===== src/rtl/alu_issue_stage.sv =====
// ID/EX issue register: decodes ALU_Control, selects forwarded operands, and registers them with stall/flush.
// Optional macro ALU_ISSUE_FWD_EN enables the EX/MEM and MEM/WB forwarding muxes.
module alu_issue_stage #(
    parameter int DW = 32,
    parameter int RW = 5
) (
    input  logic          clk,
    input  logic          rst,
    input  logic          in_valid,
    input  logic          stall,
    input  logic          flush,
    input  logic [1:0]    alu_op,
    input  logic [5:0]    funct,
    input  logic          alu_src,
    input  logic [RW-1:0] rs,
    input  logic [RW-1:0] rt,
    input  logic [DW-1:0] rs_data,
    input  logic [DW-1:0] rt_data,
    input  logic [DW-1:0] imm,
    input  logic          ex_mem_regwrite,
    input  logic [RW-1:0] ex_mem_rd,
    input  logic [DW-1:0] ex_mem_result,
    input  logic          mem_wb_regwrite,
    input  logic [RW-1:0] mem_wb_rd,
    input  logic [DW-1:0] mem_wb_result,
    output logic          out_valid,
    output logic [DW-1:0] A,
    output logic [DW-1:0] B,
    output logic [2:0]    ALU_Control,
    output logic [DW-1:0] store_data
);

    typedef enum logic [2:0] {
        ALU_AND = 3'd0,
        ALU_OR  = 3'd1,
        ALU_ADD = 3'd2,
        ALU_SUB = 3'd6,
        ALU_SLT = 3'd7
    } alu_ctrl_e;

    logic          valid_q, valid_d;
    logic [DW-1:0] a_q, a_d;
    logic [DW-1:0] b_q, b_d;
    logic [DW-1:0] sd_q, sd_d;
    alu_ctrl_e     ctrl_q, ctrl_d;

    alu_ctrl_e     ctrl_dec;
    logic [DW-1:0] rs_fwd;
    logic [DW-1:0] rt_fwd;

    always_comb begin
        ctrl_dec = ALU_ADD;
        case (alu_op)
            2'b00: ctrl_dec = ALU_ADD;
            2'b01: ctrl_dec = ALU_SUB;
            2'b11: ctrl_dec = ALU_SLT;
            default: begin
                case (funct)
                    6'b100000: ctrl_dec = ALU_ADD;
                    6'b100010: ctrl_dec = ALU_SUB;
                    6'b100100: ctrl_dec = ALU_AND;
                    6'b100101: ctrl_dec = ALU_OR;
                    6'b101010: ctrl_dec = ALU_SLT;
                    default:   ctrl_dec = ALU_ADD;
                endcase
            end
        endcase
    end

`ifdef ALU_ISSUE_FWD_EN
    // EX/MEM is the younger producer, so it wins; register 0 is hardwired and never forwarded.
    always_comb begin
        rs_fwd = rs_data;
        if (rs != '0 && ex_mem_regwrite && ex_mem_rd == rs) begin
            rs_fwd = ex_mem_result;
        end else if (rs != '0 && mem_wb_regwrite && mem_wb_rd == rs) begin
            rs_fwd = mem_wb_result;
        end
    end

    always_comb begin
        rt_fwd = rt_data;
        if (rt != '0 && ex_mem_regwrite && ex_mem_rd == rt) begin
            rt_fwd = ex_mem_result;
        end else if (rt != '0 && mem_wb_regwrite && mem_wb_rd == rt) begin
            rt_fwd = mem_wb_result;
        end
    end
`else
    logic unused_fwd_inputs;

    assign unused_fwd_inputs = ^{rs, rt, ex_mem_regwrite, ex_mem_rd, ex_mem_result,
                                 mem_wb_regwrite, mem_wb_rd, mem_wb_result};

    always_comb begin
        rs_fwd = rs_data;
        rt_fwd = rt_data;
    end
`endif

    always_comb begin
        valid_d = valid_q;
        a_d     = a_q;
        b_d     = b_q;
        sd_d    = sd_q;
        ctrl_d  = ctrl_q;
        if (flush) begin
            valid_d = 1'b0;
            a_d     = '0;
            b_d     = '0;
            sd_d    = '0;
            ctrl_d  = ALU_ADD;
        end else if (!stall) begin
            valid_d = in_valid;
            a_d     = rs_fwd;
            b_d     = alu_src ? imm : rt_fwd;
            sd_d    = rt_fwd;
            ctrl_d  = ctrl_dec;
        end
    end

    always_ff @(posedge clk) begin
        if (rst) begin
            valid_q <= 1'b0;
            a_q     <= '0;
            b_q     <= '0;
            sd_q    <= '0;
            ctrl_q  <= ALU_ADD;
        end else begin
            valid_q <= valid_d;
            a_q     <= a_d;
            b_q     <= b_d;
            sd_q    <= sd_d;
            ctrl_q  <= ctrl_d;
        end
    end

    assign out_valid   = valid_q;
    assign A           = a_q;
    assign B           = b_q;
    assign store_data  = sd_q;
    assign ALU_Control = ctrl_q;

endmodule


===== config.mk =====
export PLATFORM = sky130hd
export DESIGN_NAME = alu_issue_stage
export DESIGN_NICKNAME = d
export VERILOG_FILES = /design/src/rtl/alu_issue_stage.sv
export SDC_FILE = /design/constraint.sdc
export NUM_CORES = 1
export LEC_CHECK = 0
export CORE_AREA = 2 2 116 118
export DETAILED_ROUTE_END_ITERATION = 7
export DIE_AREA = 0 0 118 120
export PLACE_DENSITY_LB_ADDON = 0.12
export REMOVE_ABC_BUFFERS = 1
export SYNTH_ARGS = -nofsm -noshare
export SYNTH_HDL_FRONTEND = slang
export SYNTH_SLANG_ARGS = --single-unit
export TNS_END_PERCENT = 30

===== constraint.sdc =====
create_clock -name clk -period 1.5 [get_ports clk]
set_input_delay 0.3 -clock clk [delete_from_list [all_inputs] [get_ports clk]]
set_output_delay 0.3 -clock clk [all_outputs]
set_load 0.01 [all_outputs]

**Word-level counts from Yosys, hierarchy flattened**

Cells that the tools add are included.
Widths: inputs -> output; s select.

- Flip-flop bits (word level): 100
- Word-level logic and storage cells: 16
- Output and inout port bits: 100
- Input bits: 196

- Reduce and logical (&&, ||, !) cells: 2
- Equality and inequality tests: 6
- Muxes and demuxes: 3

Operators by type and width:

| kind | count |
|---|---|
| $mux 32 | 1 |
| $eq 6x6->1 const B | 4 |
| $pmux 3 s4 | 1 |
| $pmux 3 s3 | 1 |
| $eq 2x1->1 const B | 1 |
| $eq 2x2->1 const B | 1 |
| $logic_not 2->1 | 1 |
| $reduce_or 2->1 | 1 |

**Longest topological paths before layout**

Gate-level depths: netlist (run 1).

- Depth in word-level cells: 3
- Mapped depth: 5

**Worst setup path before layout (run 1)**

No wires, ideal clock.

- Path kind: input to register
- Start point: input port alu_src
- End point: register b_q[10] (netlist: B[10])
- Stages: 5
- Arrival time: 1000 ps
- Library setup time: 128 ps
- Slack: 372 ps
- Path buffers: 2
- Path through: buf_6 > buf_12 > mux2_4 > mux2i_1 > nor2_1

- Cells in the longest elaborated chain, start to end: 1

RTL lines:

| item | RTL line | text |
|---|---|---|
| from (decl) | 14 | `input logic alu_src,` |
| $mux 32 | 116 | `b_d = alu_src ? imm : rt_fwd;` |
| to (signal assigned) | 126 | `b_q <= '0;` |
| to (signal assigned) | 132 | `b_q <= b_d;` |
| to (decl) | 43 | `logic [DW-1:0] b_q, b_d;` |

No other way between the ends.
A chain may end at the register's enable or synchronous reset.

**Worst setup path in the final report (run 1)**

- Start point: register b_q[11] (netlist: B[11])
- End point: output port B[11]

RTL lines:

| item | RTL line | text |
|---|---|---|
| to (decl) | 28 | `output logic [DW-1:0] B,` |

No word-level cell between the ends.

==> results of run 1 <==
-- final cells by class --
type / instances / area share, %
clock inverter: 2 / 0.535
sequential: 100 / 30.6
multi-input combinational: 242 / 29.5
tap: 176 / 3.37
clock buffer: 12 / 3.92
timing repair buffer: 218 / 32.1
-- report_power, final --
| part | leakage [nW] | internal, mW | switching, mW |
|---|---|---|---|
| Combinational | 2.26 | 0.602 | 0.366 |
| Sequential | 0.815 | 2.75 | 0.0399 |
| Clock | 0.145 | 1.36 | 0.943 |
-- worst max-delay path by stage --
stage,cells after the start,to,from
2_1_floorplan,2,ALU_Control[0]$_SDFFE_PP0N_,rst
3_3_place_gp,4,ALU_Control[1]$_SDFFE_PP1N_,funct[3]
3_5_place_dp,4,ALU_Control[1]$_SDFFE_PP1N_,funct[3]
4_1_cts,1,B[11],B[11]$_SDFFE_PP0N_
5_1_grt,1,B[11],B[11]$_SDFFE_PP0N_
6_report,1,B[11],B[11]$_SDFFE_PP0N_
-- synth_stat cells, drive strengths merged --
cell      n  share of area (%)
and4bb    1               0.30
nand2b    1               0.15
a31oi     1               0.15
nand3     1               0.12
a32oi     1               0.21
nor2     98                8.8
nor3b     2               0.48
a21o      1               0.18
a21oi     1               0.12
dfxtp   100                 48
buf      18                4.9
nor4b     1               0.21
or2       1               0.15
clkbuf    9               0.81
nand3b    1               0.18
mux2     32                 11
nand2     1              0.090
o22ai     1               0.15
mux2i    98                 24
-- per-layer routing --
metal	up-vias	GRT usage (%)
met4	0	5.42
met2	141	24.1
li1	1652	-
met3	11	6.61
met1	1472	18.0
met5	-	0
-- logic make-up (layout without fill, tap and decap cells) --
logic type,after synthesis,count (layout),share of synthesized area [%]
buffers and inverters,27,232,5.71
muxes,130,130,34.9
DFF,100,100,48.1
AOI/OAI and AO/OA,5,5,0.811
and+or+nand+nor,107,107,10.5
-- sequential cells by signal, summed over array words and instances, names as in the netlist --
signal       cells
A               32
ALU_Control      3
B               32
out_valid        1
store_data      32
==> impl_results.md, run 1 <==
* Minimum clock period at 1290 ps
* Fin crit share at a little under nine tenths
* Final WL at 10.5 mm
* Reg clk slew, reported paths at 60 ps
* R2r endpoint: ALU_Control[1]$_SDFFE_PP1N_
* Critical Path End Type: output port
* Final instance area at 6540 µm²
* Status: completed
* # rows at 42
* Final WS setup at 212 ps
* Worst hold start: stall
* Die area at 14200 µm²
* Non-filler instance count after layout at between 700 and 800
* Number of global-route vias before repair at 3406
* Fmax at 776 MHz
* Post-place setup slack at -76.6 ps
* Largest net degree at the start of global routing at 47
* Hold Slack at 413 ps
* Detailed Place HPWL at 7.63 mm
* Skew-Pair Late Insertion Delay at 330 ps
* Netlist cell types at 23
* Worst path bufs/invs at 1
* Post-Syn Area at between 4000 and 5000 µm²
* Routed wl met2 at approximately 4.7 mm
* Core Area at 13000 µm²
* First drt pass iteration count at 4
* Chip width at 118 µm
* Share of layout cells above drive strength 1 at 10.3%
* Postcts setup bufs at 0
* Worst path cell trace: dlygate4sd2_1
* Least-Margin Pin Slew at 367 ps
* CTS tree: built
* H-tree Lvls at 3
* Power per Cell Area at between 900 and 1000 nW/µm²
* Area growth from synthesis to final layout at 57.1%
* Via Count at 3276
* Reg2reg start: ALU_Control[1]$_SDFFE_PP1N_
* Largest delay share family, worst path: flip-flops
* Cell count after synthesis at 369
* Area of the multi-input gates at about 1900 µm²
* Final hold vios at 0
* RD Place Congestion at 0.768
* TNS Setup at 0 ps
* Port buffer count at 209
* Unrepaired setup endpoints after global routing: no
* DRT antenna net count at 0
* Storage element area at about 2000 µm²
* Lkg Pwr at approximately 3.2 nW
* Hold_buf cts at 0
* DRC Markers at 0
* Max clock buf depth at 2
* Overall global routing resource usage at 15.1%
* Tot Pwr at 6.06 mW
* Maxcap violations at 0
* CP Class: register to output port
* Hold Crit Class: primary input to register
* Cts repair resizes at 100
* Wire length per cell at 14.0 µm
* VDD IR max at 417 µV
* First-pass GRT wire length at 16.9 mm
* Hold EP: A[24]$_SDFFE_PP0N_
* Syn_area_per_cell at 11.3 µm²
* Num CTS Buffers at 9
* Reg2reg setup slack at 820 ps
* Max layer used: met4
* DRT iter0 DRCs at 74
* Total global routing overflow at 0
* Max_slew headroom at 75.2%
* Final Skew at 0 ps
* Worst endpoint required time at 1200 ps
* Most frequent cells in the layout: clkdlybuf4s50_1 (107), dfxtp_1 (100), dlygate4sd2_1 (100), mux2i_1 (98), nor2_1 (98)
* Worst setup SP type: register
* Area post-placement at 6380 µm²
* Initial antenna violation count at 0
* Inserted Diodes at 0
* Hold depth at 3
* CP max stage delay at roughly 330 ps
* Metal-1 WL at 4.72 mm
* Commonest non-fill, non-tap cell in the layout: clkdlybuf4s50_1
* Syn. warnings at 0
* Register area share after synthesis at between 40% and 50%
* Clock net sink count at 100
* Core Util, Final at 50.4%
* Setup violators final at 0
* R2R depth at 2
* Worst-path fanout max at 2
* Critical Path AT at 990 ps
* Fill count at about 1200
* #FFs+latches synth at 100
* Nets at 767
* Met3 routed WL at 1.01 mm
* Routed vias/inst at 4.37
* Placed cell count at 736
* Slew Viols, Final at 0
* Num ports at approximately 300
* CP max-delay cell: dfxtp_1
* Root buf cell: clkbuf_16
* Die Y at around 120 µm
* Initial Util at between 30% and 40%
Power figures use the tool's default switching activity.
==> run 2, diff against run 1 <==
--- a/config.mk
+++ b/config.mk
@@ -6,6 +6,7 @@
 export NUM_CORES = 1
 export LEC_CHECK = 0
 export CORE_AREA = 2 2 116 118
+export CTS_CLUSTER_DIAMETER = 40
 export DETAILED_ROUTE_END_ITERATION = 7
 export DIE_AREA = 0 0 118 120
 export PLACE_DENSITY_LB_ADDON = 0.12
==> results of run 2 <==
Same layout as run 1: the final DEF is identical, and so are final timing and power.
